`src/rtl/keypad_scanner_pkg.sv`:
```
// Shared types and helpers for the 4x4 keypad column scanner.
// Key codes are row*4 + col; column drive is active-low one-hot.
package keypad_pkg;

    localparam int NUM_ROWS = 4;
    localparam int NUM_COLS = 4;

    typedef enum logic {
        SCAN = 1'b0,
        HOLD = 1'b1
    } scan_state_t;

    function automatic logic [3:0] key_code_f(input logic [1:0] row, input logic [1:0] col);
        return {row, col};
    endfunction

    function automatic logic [3:0] col_onehot_n(input logic [1:0] col);
        logic [3:0] v;
        v      = 4'b1111;
        v[col] = 1'b0;
        return v;
    endfunction

    // Scanning downward lets the lowest low row overwrite any higher one.
    function automatic logic [1:0] lowest_low_row(input logic [3:0] rows_n);
        logic [1:0] r;
        r = 2'd0;
        for (int i = NUM_ROWS - 1; i >= 0; i--) begin
            if (!rows_n[i]) r = 2'(i);
        end
        return r;
    endfunction

endpackage

```
`src/rtl/keypad_scanner_if.sv`:
```
// Row/column/key signals between the scanner and the debounce and key-consumer logic.
// The master side is the scanner itself.
interface keypad_scanner_if;
    logic [3:0] rows_n;
    logic [3:0] col_n;
    logic [3:0] key_code;
    logic       key_valid;
    logic       key_held;

    modport master (
        input  rows_n,
        output col_n,
        output key_code,
        output key_valid,
        output key_held
    );

    modport slave (
        output rows_n,
        input  col_n,
        input  key_code,
        input  key_valid,
        input  key_held
    );
endinterface

```
`src/rtl/keypad_dwell_timer.sv`:
```
// Column dwell timer: counts 0..DWELL-1 while enabled, clear has priority.
// Terminal count flags the only cycle in which rows are trusted.
module keypad_dwell_timer #(
    parameter int DWELL = 16384
) (
    input  logic clk,
    input  logic rst,
    input  logic clr_i,
    input  logic en_i,
    output logic tc_o
);

    localparam int CW = (DWELL > 1) ? $clog2(DWELL) : 1;
    localparam logic [CW-1:0] TC_VAL = CW'(DWELL - 1);

    logic [CW-1:0] count_q;
    logic [CW-1:0] count_d;

    assign tc_o = (count_q == TC_VAL);

    always_comb begin
        count_d = count_q;
        if (clr_i) begin
            count_d = '0;
        end else if (en_i) begin
            count_d = tc_o ? '0 : count_q + CW'(1);
        end
    end

    always_ff @(posedge clk or negedge rst) begin
        if (!rst) count_q <= '0;
        else      count_q <= count_d;
    end

endmodule

```
`src/rtl/keypad_scanner.sv`:
```
// 4x4 keypad column scanner: drives one column per dwell period, accepts the
// first press seen at terminal count and freezes until all rows release.
//
//   state | meaning
//   SCAN  | column driven, dwell timer running, rows checked at terminal count
//   HOLD  | key accepted, column frozen, waiting for every row to go high
module keypad_scanner
    import keypad_pkg::*;
#(
    parameter int DWELL = 16384
) (
    input  logic              clk,
    input  logic              rst,
    keypad_scanner_if.master  kp
);

    scan_state_t state_q, state_d;
    logic [1:0]  col_q, col_d;
    logic [3:0]  col_n_q, col_n_d;
    logic [3:0]  code_q, code_d;
    logic        valid_q, valid_d;
    logic        held_q, held_d;
    logic        tmr_clr, tmr_en, tmr_tc;
    logic        rows_idle;

    assign rows_idle = &kp.rows_n;

    keypad_dwell_timer #(.DWELL(DWELL)) u_timer (
        .clk   (clk),
        .rst   (rst),
        .clr_i (tmr_clr),
        .en_i  (tmr_en),
        .tc_o  (tmr_tc)
    );

    always_comb begin
        state_d = state_q;
        col_d   = col_q;
        code_d  = code_q;
        valid_d = 1'b0;
        held_d  = held_q;
        tmr_clr = 1'b0;
        tmr_en  = 1'b0;

        case (state_q)
            SCAN: begin
                tmr_en = 1'b1;
                if (tmr_tc) begin
                    tmr_clr = 1'b1;
                    if (rows_idle) begin
                        col_d = col_q + 2'd1;
                    end else begin
                        state_d = HOLD;
                        code_d  = key_code_f(lowest_low_row(kp.rows_n), col_q);
                        valid_d = 1'b1;
                        held_d  = 1'b1;
                    end
                end
            end
            HOLD: begin
                tmr_clr = 1'b1;
                if (rows_idle) begin
                    state_d = SCAN;
                    held_d  = 1'b0;
                    col_d   = col_q + 2'd1;
                end
            end
            default: begin
                state_d = SCAN;
                tmr_clr = 1'b1;
            end
        endcase

        col_n_d = col_onehot_n(col_d);
    end

    always_ff @(posedge clk or negedge rst) begin
        if (!rst) begin
            state_q <= SCAN;
            col_q   <= 2'd0;
            col_n_q <= 4'b1110;
            code_q  <= 4'd0;
            valid_q <= 1'b0;
            held_q  <= 1'b0;
        end else begin
            state_q <= state_d;
            col_q   <= col_d;
            col_n_q <= col_n_d;
            code_q  <= code_d;
            valid_q <= valid_d;
            held_q  <= held_d;
        end
    end

    assign kp.col_n     = col_n_q;
    assign kp.key_code  = code_q;
    assign kp.key_valid = valid_q;
    assign kp.key_held  = held_q;

endmodule

```
`src/flat_wrapper.sv`:
```
// flat-port wrapper written by rule: the top's interface ports become plain ports
module keypad_scanner_flat import keypad_pkg::*;
#(
    parameter int DWELL = 16384
)
  (clk, rst, kp_rows_n, kp_col_n, kp_key_code, kp_key_valid, kp_key_held);
  keypad_scanner_if kp_i ();
  input  logic clk;
  input  logic rst;
  input wire logic [$bits(kp_i.rows_n)-1:0] kp_rows_n;
  output wire logic [$bits(kp_i.col_n)-1:0] kp_col_n;
  output wire logic [$bits(kp_i.key_code)-1:0] kp_key_code;
  output wire logic [$bits(kp_i.key_valid)-1:0] kp_key_valid;
  output wire logic [$bits(kp_i.key_held)-1:0] kp_key_held;
  assign kp_i.rows_n = kp_rows_n;
  assign kp_col_n = kp_i.col_n;
  assign kp_key_code = kp_i.key_code;
  assign kp_key_valid = kp_i.key_valid;
  assign kp_key_held = kp_i.key_held;
  keypad_scanner #(.DWELL(DWELL)) u_core (.clk(clk), .rst(rst), .kp(kp_i));
endmodule
```
`config.mk`:
```
export PLATFORM = sky130hd
export DESIGN_NAME = keypad_scanner_flat
export DESIGN_NICKNAME = d
export VERILOG_FILES = /design/src/rtl/keypad_scanner_pkg.sv /design/src/rtl/keypad_scanner_if.sv /design/src/rtl/keypad_dwell_timer.sv /design/src/rtl/keypad_scanner.sv /design/src/flat_wrapper.sv
export SDC_FILE = /design/constraint.sdc
export NUM_CORES = 1
export LEC_CHECK = 0
export ABC_CLOCK_PERIOD_IN_PS = 2090
export CORE_MARGIN = 2
export CORE_UTILIZATION = 40
export CTS_CLUSTER_DIAMETER = 120
export CTS_CLUSTER_SIZE = 20
export DETAILED_ROUTE_END_ITERATION = 8
export PLACE_DENSITY = 0.7
export SYNTH_ARGS = -nofsm -noshare
export SYNTH_HDL_FRONTEND = slang
export SYNTH_SLANG_ARGS = --single-unit
```
`constraint.sdc`:
```
create_clock -name clk -period 2.09 [get_ports clk]
set_input_delay 0.209 -clock clk [delete_from_list [all_inputs] [get_ports clk]]
set_output_delay 0.209 -clock clk [all_outputs]
set_load 0.02 [all_outputs]
```
==> impl_metrics.env, run 1 <==
export IMPL_final_cell_mix="dfrtp_1 (24), nor2_1 (15), clkdlybuf4s50_1 (15), xor2_1 (10), nand4_1 (7)"
export IMPL_setup_tns_ns=0
export IMPL_r2r_start="u_core.u_timer.count_q[0]"
export IMPL_crit_path_cell_trace="ha_1 -> nand4_2 -> nor4_2 -> nand3_2 -> mux2_1"
export IMPL_grt_max_degree=28
export IMPL_syn_area_um2=1240
export IMPL_fin_crit_ns=1.81
export IMPL_min_path_type="primary input to asynchronous set/reset pin"
export IMPL_netlist_instances=108
export IMPL_final_core_util=0.487
export IMPL_drive_gt1_frac=0.135
export IMPL_cts_setup_buffers=0
export IMPL_end_kind="register"
export IMPL_post_route_period_util=0.866
export IMPL_cp_arrival_ns=2.04
export IMPL_dpl_cell_area_um2=1430
export IMPL_die_area_um2=3560
export IMPL_die_w_um=59.7
export IMPL_synth_area_per_cell_um2=11.5
export IMPL_tightest_slew_ns=0.348
export IMPL_grt_pass1_vias=808
export IMPL_worstRegToRegCells=5
export IMPL_clkLatencyLatePin_ns=0.33
export IMPL_yosysWarningCount=0
export IMPL_cts_resized=0
export IMPL_routed_wl_um=2120
export IMPL_peakVddDrop_v=0.000548
export IMPL_synth_cell_types=32
export IMPL_h_tree_depth=1
export IMPL_num_antenna_cells=0
export IMPL_hold_viol=0
export IMPL_max_stage_delay_ns=0.41
export IMPL_drt_first_pass_iters=4
export IMPL_cts_buffers_inserted=3
export IMPL_r2r_slack_ns=0.28
export IMPL_die_y_um=59.7
export IMPL_track_usage=0.136
export IMPL_hold_buffers=0
export IMPL_area_growth_pct=17.7
export IMPL_startpoint="u_core.u_timer.count_q[0]"
export IMPL_antenna_found_initial=0
export IMPL_crit_type="register to register"
export IMPL_grt_pass1_wl_um=3670
export IMPL_clock_fmax_mhz=552
export IMPL_crit_required_ns=2.32
export IMPL_fill_cells=287
export IMPL_core_area_um2=3000
export IMPL_status="complete, no violations"
export IMPL_stdcell_area_um2=1460
export IMPL_p_per_area_nw_per_um2=860
export IMPL_ys_ff_latch=27
export IMPL_placement_rows=20
export IMPL_crit_path_top_delay_cell="dfrtp_1"
export IMPL_wl_per_cell_um=13.4
export IMPL_drt_iter0_markers=9
export IMPL_finClkSkew_ns=0.00737
export IMPL_dpl_hpwl_um=1560
export IMPL_cp_max_fo=6
export IMPL_maxSlewViolCount=0
export IMPL_cts_num_sinks=27
export IMPL_maxCapViolations=0
export IMPL_syn_num_nets=115
export IMPL_portBuffers=15
export IMPL_clk_path_buf_depth=2
export IMPL_drtAntennaViolNets=0
export IMPL_overflow=0
export IMPL_crit_end="u_core.kp.key_code[2]"
export IMPL_final_net_count=134
export IMPL_path_clk_slew_ns=0.15
export IMPL_root_buffer="clkbuf_4"
export IMPL_ys_seq_area_frac=0.547
export IMPL_io_pins=16
export IMPL_worstReg2RegEnd="u_core.kp.key_code[2]"
export IMPL_start_util=0.413
export IMPL_cp_start_kind="register"
export IMPL_cts_tree="yes"
export IMPL_vias=838
export IMPL_rsz0062_at_grt="no"
export IMPL_final_common_cell="dfrtp_1"
export IMPL_drc=0
export IMPL_slew_headroom=0.765
export IMPL_finalSetupViolCount=0
export IMPL_globalplace_congestion=0.783
export IMPL_leakage_nw=0.688
export IMPL_viasPerCell=5.27
==> state kept, by name, indices dropped and copies added (netlist names) <==
signal	flops
u_core.state_q	1
u_core.kp.key_held	1
u_core.col_q	2
u_core.kp.key_code	4
u_core.kp.col_n	4
u_core.u_timer.count_q	14
u_core.kp.key_valid	1
==> worst min-delay path by stage <==
| stage | start | to | slack (ns) | cells past startpoint |
|---|---|---|---|---|
| after CTS | rst | u_core.u_timer.count_q[8] | 0.22 | 2 |
| final | rst | u_core.u_timer.count_q[8] | 0.22 | 2 |
| after detailed placement | u_core.u_timer.count_q[0] | u_core.u_timer.count_q[0] | 0.47 | 1 |
| after global placement | u_core.u_timer.count_q[0] | u_core.u_timer.count_q[0] | 0.46 | 1 |
| after floorplan | rst | u_core.col_q[0] | -0.09 | 0 |
| after global routing | rst | u_core.u_timer.count_q[9] | 0.24 | 2 |
==> metrics by stage <==
| step | setup WS, ns | total power, mW | instances | hold WS [ns] |
|---|---|---|---|---|
| after floorplan | 0.440 | 0.926 | 108 | -0.0866 |
| after global placement | 0.347 | 1.03 | 155 | 0.463 |
| after detailed placement | 0.304 | 1.04 | 155 | 0.475 |
| after CTS | 0.273 | 1.27 | 159 | 0.220 |
| after global routing | 0.150 | 1.34 | 159 | 0.242 |
| final | 0.280 | 1.26 | 159 | 0.216 |
==> power breakdown <==
part | switching [mW] | total, mW | internal [mW]
clock network | 0.162 | 0.236 | 0.0733
logic | 0.139 | 0.285 | 0.146
registers | 0.106 | 0.735 | 0.630
==> layout make-up <==
type / instances / area (um^2) / share of cell area
repair buffers: 17 / 165 / 0.113
clock inverters: 1 / 7.51 / 0.00514
flip-flops and latches: 27 / 679 / 0.465
well taps: 33 / 41.3 / 0.0283
inverters: 3 / 11.3 / 0.00771
multi-input cells: 75 / 534 / 0.366
clock buffers: 3 / 22.5 / 0.0154
==> kinds of logic after synthesis <==
logic type,synth area share
buffers and inverters,0.0222
AO/OA/AOI/OAI,0.0716
adder cells (fa/ha/maj),0.0101
flip-flops,0.547
XOR/XNOR,0.0917
AND/OR/NAND/NOR,0.205
multiplexers,0.0524
==> cells in the mapped netlist <==
library cell	instances	area share
and3_1	1	0.0050
xor2_1	10	0.071
a21bo_1	1	0.0081
nor4_2	1	0.010
mux2_2	3	0.027
mux2_1	1	0.0091
buf_2	1	0.0040
nor3_1	1	0.0040
nand3_1	5	0.020
nand3_2	1	0.0081
nand4_1	7	0.035
a21o_1	1	0.0061
buf_1	1	0.0030
nand2_1	6	0.018
xnor2_1	3	0.021
mux2i_1	2	0.016
a21boi_0	1	0.0061
o41ai_4	1	0.022
inv_1	3	0.0091
dfrtp_1	24	0.48
a41oi_2	1	0.013
nand2b_1	1	0.0050
and2_1	2	0.010
or3_1	1	0.0050
ha_1	1	0.010
nand4_2	1	0.010
a21oi_1	2	0.0081
nor2_1	15	0.045
and4_1	4	0.028
o21ai_0	2	0.0081
dfstp_2	3	0.064
buf_4	1	0.0061
==> per-layer routing <==
layer	routed length, um	track usage
met1	1030	0.187
met2	977	0.207
met3	100	0.0346
met4	14	0.0476
met5	0	0
==> worst max-delay path: cells and delay by family, from the launching register on <==
family | cells | cell delay, ns
AND/OR/NAND/NOR | 3 | 0.70
flip-flops | 1 | 0.41
multiplexers | 1 | 0.35
adder cells (fa/ha/maj) | 1 | 0.24
Power figures use the tool's default switching activity.
==> run 2, diff against run 1 <==
Settings changed: CORE_MARGIN 2 to not set, CTS_CLUSTER_DIAMETER 120 to 60.
==> run 2 against run 1 <==
  * Routed wire length is 3.9% higher
  * Combinational power is 2% higher
  * Clock-buffer cell count unchanged
  * Clock power fell by 2%
  * Sequential share of layout area rose by 0.080 points
  * Sequential power is essentially flat
  * First-iteration DRC count rose to 2.9 times the previous value
  * Clock skew decreased by 0.0040 ns
  * Core utilization increased by 2.5 points
  * Setup slack worse by 0.014 ns
  * Critical path depth did not move
==> impl_metrics.env, run 2 (synthesis gave the netlist of run 1 again) <==
export IMPL_status="complete, no violations"
export IMPL_r2r_start="u_core.u_timer.count_q[0]"
export IMPL_hold_viol=0
export IMPL_final_cell_mix="dfrtp_1 (24), nor2_1 (15), clkdlybuf4s50_1 (15), xor2_1 (10), nand4_1 (7)"
export IMPL_clk_path_buf_depth=2
export IMPL_maxCapViolations=0
export IMPL_drt_first_pass_iters=4
export IMPL_core_area_um2=2850
export IMPL_vias=866
export IMPL_portBuffers=15
export IMPL_crit_type="register to register"
export IMPL_slew_headroom=0.772
export IMPL_finalSetupViolCount=0
export IMPL_min_path_type="primary input to asynchronous set/reset pin"
export IMPL_p_per_area_nw_per_um2=864
export IMPL_max_stage_delay_ns=0.42
export IMPL_crit_path_cell_trace="ha_1 -> and4_1 -> a41oi_2 -> or3_1 -> a21bo_1"
export IMPL_grt_max_degree=28
export IMPL_num_antenna_cells=0
export IMPL_grt_pass1_wl_um=3860
export IMPL_leakage_nw=0.688
export IMPL_grt_pass1_vias=906
export IMPL_path_clk_slew_ns=0.15
export IMPL_cts_setup_buffers=0
export IMPL_tightest_slew_ns=0.342
export IMPL_end_kind="register"
export IMPL_maxSlewViolCount=0
export IMPL_path_buf_inv=0
export IMPL_die_area_um2=3330
export IMPL_worstRegToRegCells=5
export IMPL_cts_resized=0
export IMPL_start_util=0.435
export IMPL_finClkSkew_ns=0.00334
export IMPL_crit_required_ns=2.37
export IMPL_drive_gt1_frac=0.135
export IMPL_fin_crit_ns=1.82
export IMPL_layout_setup_ws_ns=0.266
export IMPL_drc=0
export IMPL_wl_per_cell_um=14.1
export IMPL_routed_wl_um=2210
export IMPL_crit_path_top_delay_cell="dfrtp_1"
export IMPL_clock_fmax_mhz=548
export IMPL_overflow=0
export IMPL_cp_start_kind="register"
export IMPL_path_depth=5
export IMPL_setup_tns_ns=0
export IMPL_crit_family="simple AND/OR/NAND/NOR gates"
export IMPL_cts_num_sinks=27
export IMPL_antenna_found_initial=0
export IMPL_rsz0062_at_grt="no"
export IMPL_hold_buffers=0
export IMPL_largest_reg_flops=14
export IMPL_h_tree_depth=1
export IMPL_drtAntennaViolNets=0
export IMPL_track_usage=0.153
export IMPL_die_y_um=57.7
export IMPL_post_route_period_util=0.873
export IMPL_placement_rows=19
export IMPL_startpoint="u_core.u_timer.count_q[0]"
export IMPL_cp_max_fo=4
export IMPL_peakVddDrop_v=0.000568
export IMPL_clkLatencyLatePin_ns=0.33
export IMPL_cts_tree="yes"
export IMPL_final_common_cell="dfrtp_1"
export IMPL_area_growth_pct=17.5
export IMPL_drt_iter0_markers=26
export IMPL_die_w_um=57.7
export IMPL_pre_cts_ws_ns=0.259
export IMPL_root_buffer="clkbuf_4"
export IMPL_cp_arrival_ns=2.11
export IMPL_cts_buffers_inserted=3
export IMPL_io_pins=16
export IMPL_largest_register="u_core.u_timer.count_q"
export IMPL_final_net_count=134
export IMPL_globalplace_congestion=0.759
export IMPL_dpl_hpwl_um=1580
export IMPL_viasPerCell=5.52
[run 2: cell counts in the layout (fill, tap and decap cells not counted)]
Identical to the previous run, type by type.
[run 2: final timing paths]
kind	endpoint	slack (ns)
hold reg to reg	u_core.u_timer.count_q[0]	0.50
setup / recovery	u_core.kp.col_n[3]	0.27
setup reg to reg	u_core.kp.col_n[3]	0.27
min in group clk	u_core.u_timer.count_q[0]	0.50
max in group asynchronous	u_core.kp.col_n[3]	1.56
hold / removal	u_core.u_timer.count_q[11]	0.22
[run 2: power by group]
part,leakage (nW),total [mW],switching (mW),internal (mW)
combinational,0.320,0.292,0.144,0.148
clock,0.0139,0.232,0.159,0.0733
sequential,0.354,0.737,0.107,0.630
total,0.688,1.26,0.410,0.851
[run 2: cell type report]
cell class                 instances  area (um^2)
multi-input combinational         75          534
inverter                           3         11.3
clock buffer                       3         22.5
timing repair buffer              17          165
clock inverter                     1         7.51
tap                               31         38.8
fill                             273         1390
sequential                        27          679
[run 2: metal layers]
metal	track usage	vias to the layer above	part of all wire
li1	-	413	-
met1	0.200	426	0.48
met2	0.249	23	0.47
met3	0.0223	4	0.032
met4	0.0816	0	0.015
met5	0	-	0
[run 2: worst reg2reg max path, stage by stage (launching register included)]
cell	delay [ns]
dfrtp_1	0.42
ha_1	0.25
and4_1	0.30
a41oi_2	0.18
or3_1	0.42
a21bo_1	0.21
[run 2: stage by stage]
step / utilization / power [mW] / area, um^2 / cells / hold slack (ns)
2_1_floorplan: - / 0.926 / 1240 / 108 / -0.0866
3_3_place_gp: 0.501 / 1.03 / 1430 / 153 / 0.461
3_5_place_dp: 0.501 / 1.05 / 1430 / 153 / 0.484
4_1_cts: 0.511 / 1.28 / 1460 / 157 / 0.226
5_1_grt: 0.511 / 1.33 / 1460 / 157 / 0.248
6_report: 0.511 / 1.26 / 1460 / 157 / 0.225
==> variant (flow settings as in run 1) <==
`DWELL` is set to 16384 in 3 places; all go to 8192.
--- a/src/rtl/keypad_dwell_timer.sv
+++ b/src/rtl/keypad_dwell_timer.sv
@@ -1,7 +1,7 @@
 // Column dwell timer: counts 0..DWELL-1 while enabled, clear has priority.
 // Terminal count flags the only cycle in which rows are trusted.
 module keypad_dwell_timer #(
-    parameter int DWELL = 16384
+    parameter int DWELL = 8192
 ) (
     input  logic clk,
     input  logic rst,
--- a/src/rtl/keypad_scanner.sv
+++ b/src/rtl/keypad_scanner.sv
@@ -7,7 +7,7 @@
 module keypad_scanner
     import keypad_pkg::*;
 #(
-    parameter int DWELL = 16384
+    parameter int DWELL = 8192
 ) (
     input  logic              clk,
     input  logic              rst,
--- a/src/flat_wrapper.sv
+++ b/src/flat_wrapper.sv
@@ -1,7 +1,7 @@
 // flat-port wrapper written by rule: the top's interface ports become plain ports
 module keypad_scanner_flat import keypad_pkg::*;
 #(
-    parameter int DWELL = 16384
+    parameter int DWELL = 8192
 )
   (clk, rst, kp_rows_n, kp_col_n, kp_key_code, kp_key_valid, kp_key_held);
   keypad_scanner_if kp_i ();
Function: same outputs for any inputs over 10 cycles, from zero or initial values and one cycle with rst low; that may be too few to reach the edited logic, so the function may still have changed.
==> variant against run 1 <==
- total power shrank 6.4%
- hold slack gained 0.010 ns
- sequential cell count shrank 1
- worst setup slack lost 0.052 ns
- sequential share of layout area down 1.2 points
- largest cell class unchanged
- critical endpoint is now u_core.kp.key_code[3]
- routed wire length down 1.4%
- first-iteration DRC count rose to 6.4 times the old value
- synthesized area is 1.5% lower
- combinational power down 9.1%
- critical path depth unchanged
- final cell count fell by 1.9%
- final area fell by 1.2%
==> variant: results (changes against run 1) <==
outcome finished, final reports clean (unchanged); max reg flops 13 (was 14); Worst EP arrival 2.09 ns (was 2.04 ns); synthesized instance count 104 (was 108); Pleak 0.000642 µW (was 0.000688 µW); syn nets 111 (was 115); Final GP Congestion 0.736 (was 0.783); worst r2r dst u_core.kp.key_code[3] (was u_core.kp.key_code[2]); worst slew pin tran 0.384 ns (was 0.348 ns); worst skew pair latency approximately 0.32 ns; post-DR vias/cell 5.25 (was 5.27); pre-CTS WS 0.224 ns (was 0.304 ns); commonest cells in the netlist dfrtp_1, nor2_1, nand2_1 (was dfrtp_1, nor2_1, xor2_1); post-CTS setup buffer count 0 (unchanged); fraction of layout cells with a size suffix above 1 16.3% (was 13.5%); Final nets 131 (was 134); Netlist cell types 31 (was 32); Clock transition at path regs between 0.1 and 0.15 ns; first-pass GRT wire length 3820 µm (was 3670 µm); internal reg-to-reg setup slack 0.23 ns (was 0.28 ns); Final Skew 0.0113 ns (was 0.00737 ns); cells taking the most area after synthesis dfrtp_1, dfstp_2, xnor2_1 (was dfrtp_1, xor2_1, dfstp_2); largest net degree at the start of global routing 27 (was 28); vias in the first global route 881 (was 808); Max VDD drop 0.000532 V (was 0.000548 V); post-DP HPWL 1550 µm (was 1560 µm); initial DRC count 58 (was 9); sequential area share after synthesis 53.5% (was 54.7%)
==> variant: cell types whose count changed after synthesis, moves of 3 or more <==
cell	change
nand4_1	-5
xnor2_1	+4
nand2_1	+3
mux2_4	+4
mux2_2	-3
xor2_1	-6
and4_1	-3
==> variant: cell families (layout without fill, tap and decap cells) <==
kind of cell / after synthesis / after routing / share of synthesized area (%)
AND/OR/NAND/NOR: 45 / 45 / 22.6
flip-flops: 26 / 26 / 53.5
XOR/XNOR: 11 / 11 / 7.88
AO/OA/AOI/OAI: 9 / 9 / 6.24
multiplexers: 6 / 6 / 6.55
buffers and inverters: 6 / 25 / 2.15
adder cells (fa/ha/maj): 1 / 1 / 1.02
==> variant: layout make-up <==
type,instances,area [µm²]
fillers,279,1530
flip-flops and latches,26,654
multi-input cells,72,542
repair buffers,17,165
well taps,33,41.3
clock buffers,4,26.3
inverters,4,15.0
==> variant: per-stage QoR <==
stage	cells	hold WS, ns	area [µm²]	util, %
global placement	152	0.464	1420	47.6
CTS	156	0.235	1440	48.5
finish	156	0.227	1440	48.5
detailed placement	152	0.474	1420	47.6
floorplan	104	-0.0866	1220	-
global route	156	0.250	1440	48.5
==> variant: power breakdown <==
group / switching, µW / total (µW) / internal (µW)
clock network: 144 / 218 / 74.6
logic: 131 / 259 / 128
registers: 100 / 699 / 599
total: 375 / 1180 / 802
==> variant: worst max path at each step <==
stage	startpoint	slack (ns)	to
2_1_floorplan	u_core.u_timer.count_q[0]	0.36	u_core.kp.key_code[1]
3_3_place_gp	u_core.u_timer.count_q[0]	0.30	u_core.kp.key_code[0]
3_5_place_dp	u_core.u_timer.count_q[0]	0.22	u_core.kp.key_code[3]
4_1_cts	u_core.u_timer.count_q[0]	0.21	u_core.kp.key_code[3]
5_1_grt	u_core.u_timer.count_q[0]	0.06	u_core.col_q[1]
6_report	u_core.u_timer.count_q[0]	0.23	u_core.kp.key_code[3]
==> variant: routing by layer <==
| layer | track usage, % | wire [µm] | vias to the layer above |
|---|---|---|---|
| met1 | 17.8 | 954 | 402 |
| met3 | 4.15 | 92 | 2 |
| li1 | - | - | 401 |
| met4 | 6.82 | 15 | 0 |
| met5 | 0 | 0 | - |
| met2 | 22.6 | 1030 | 14 |
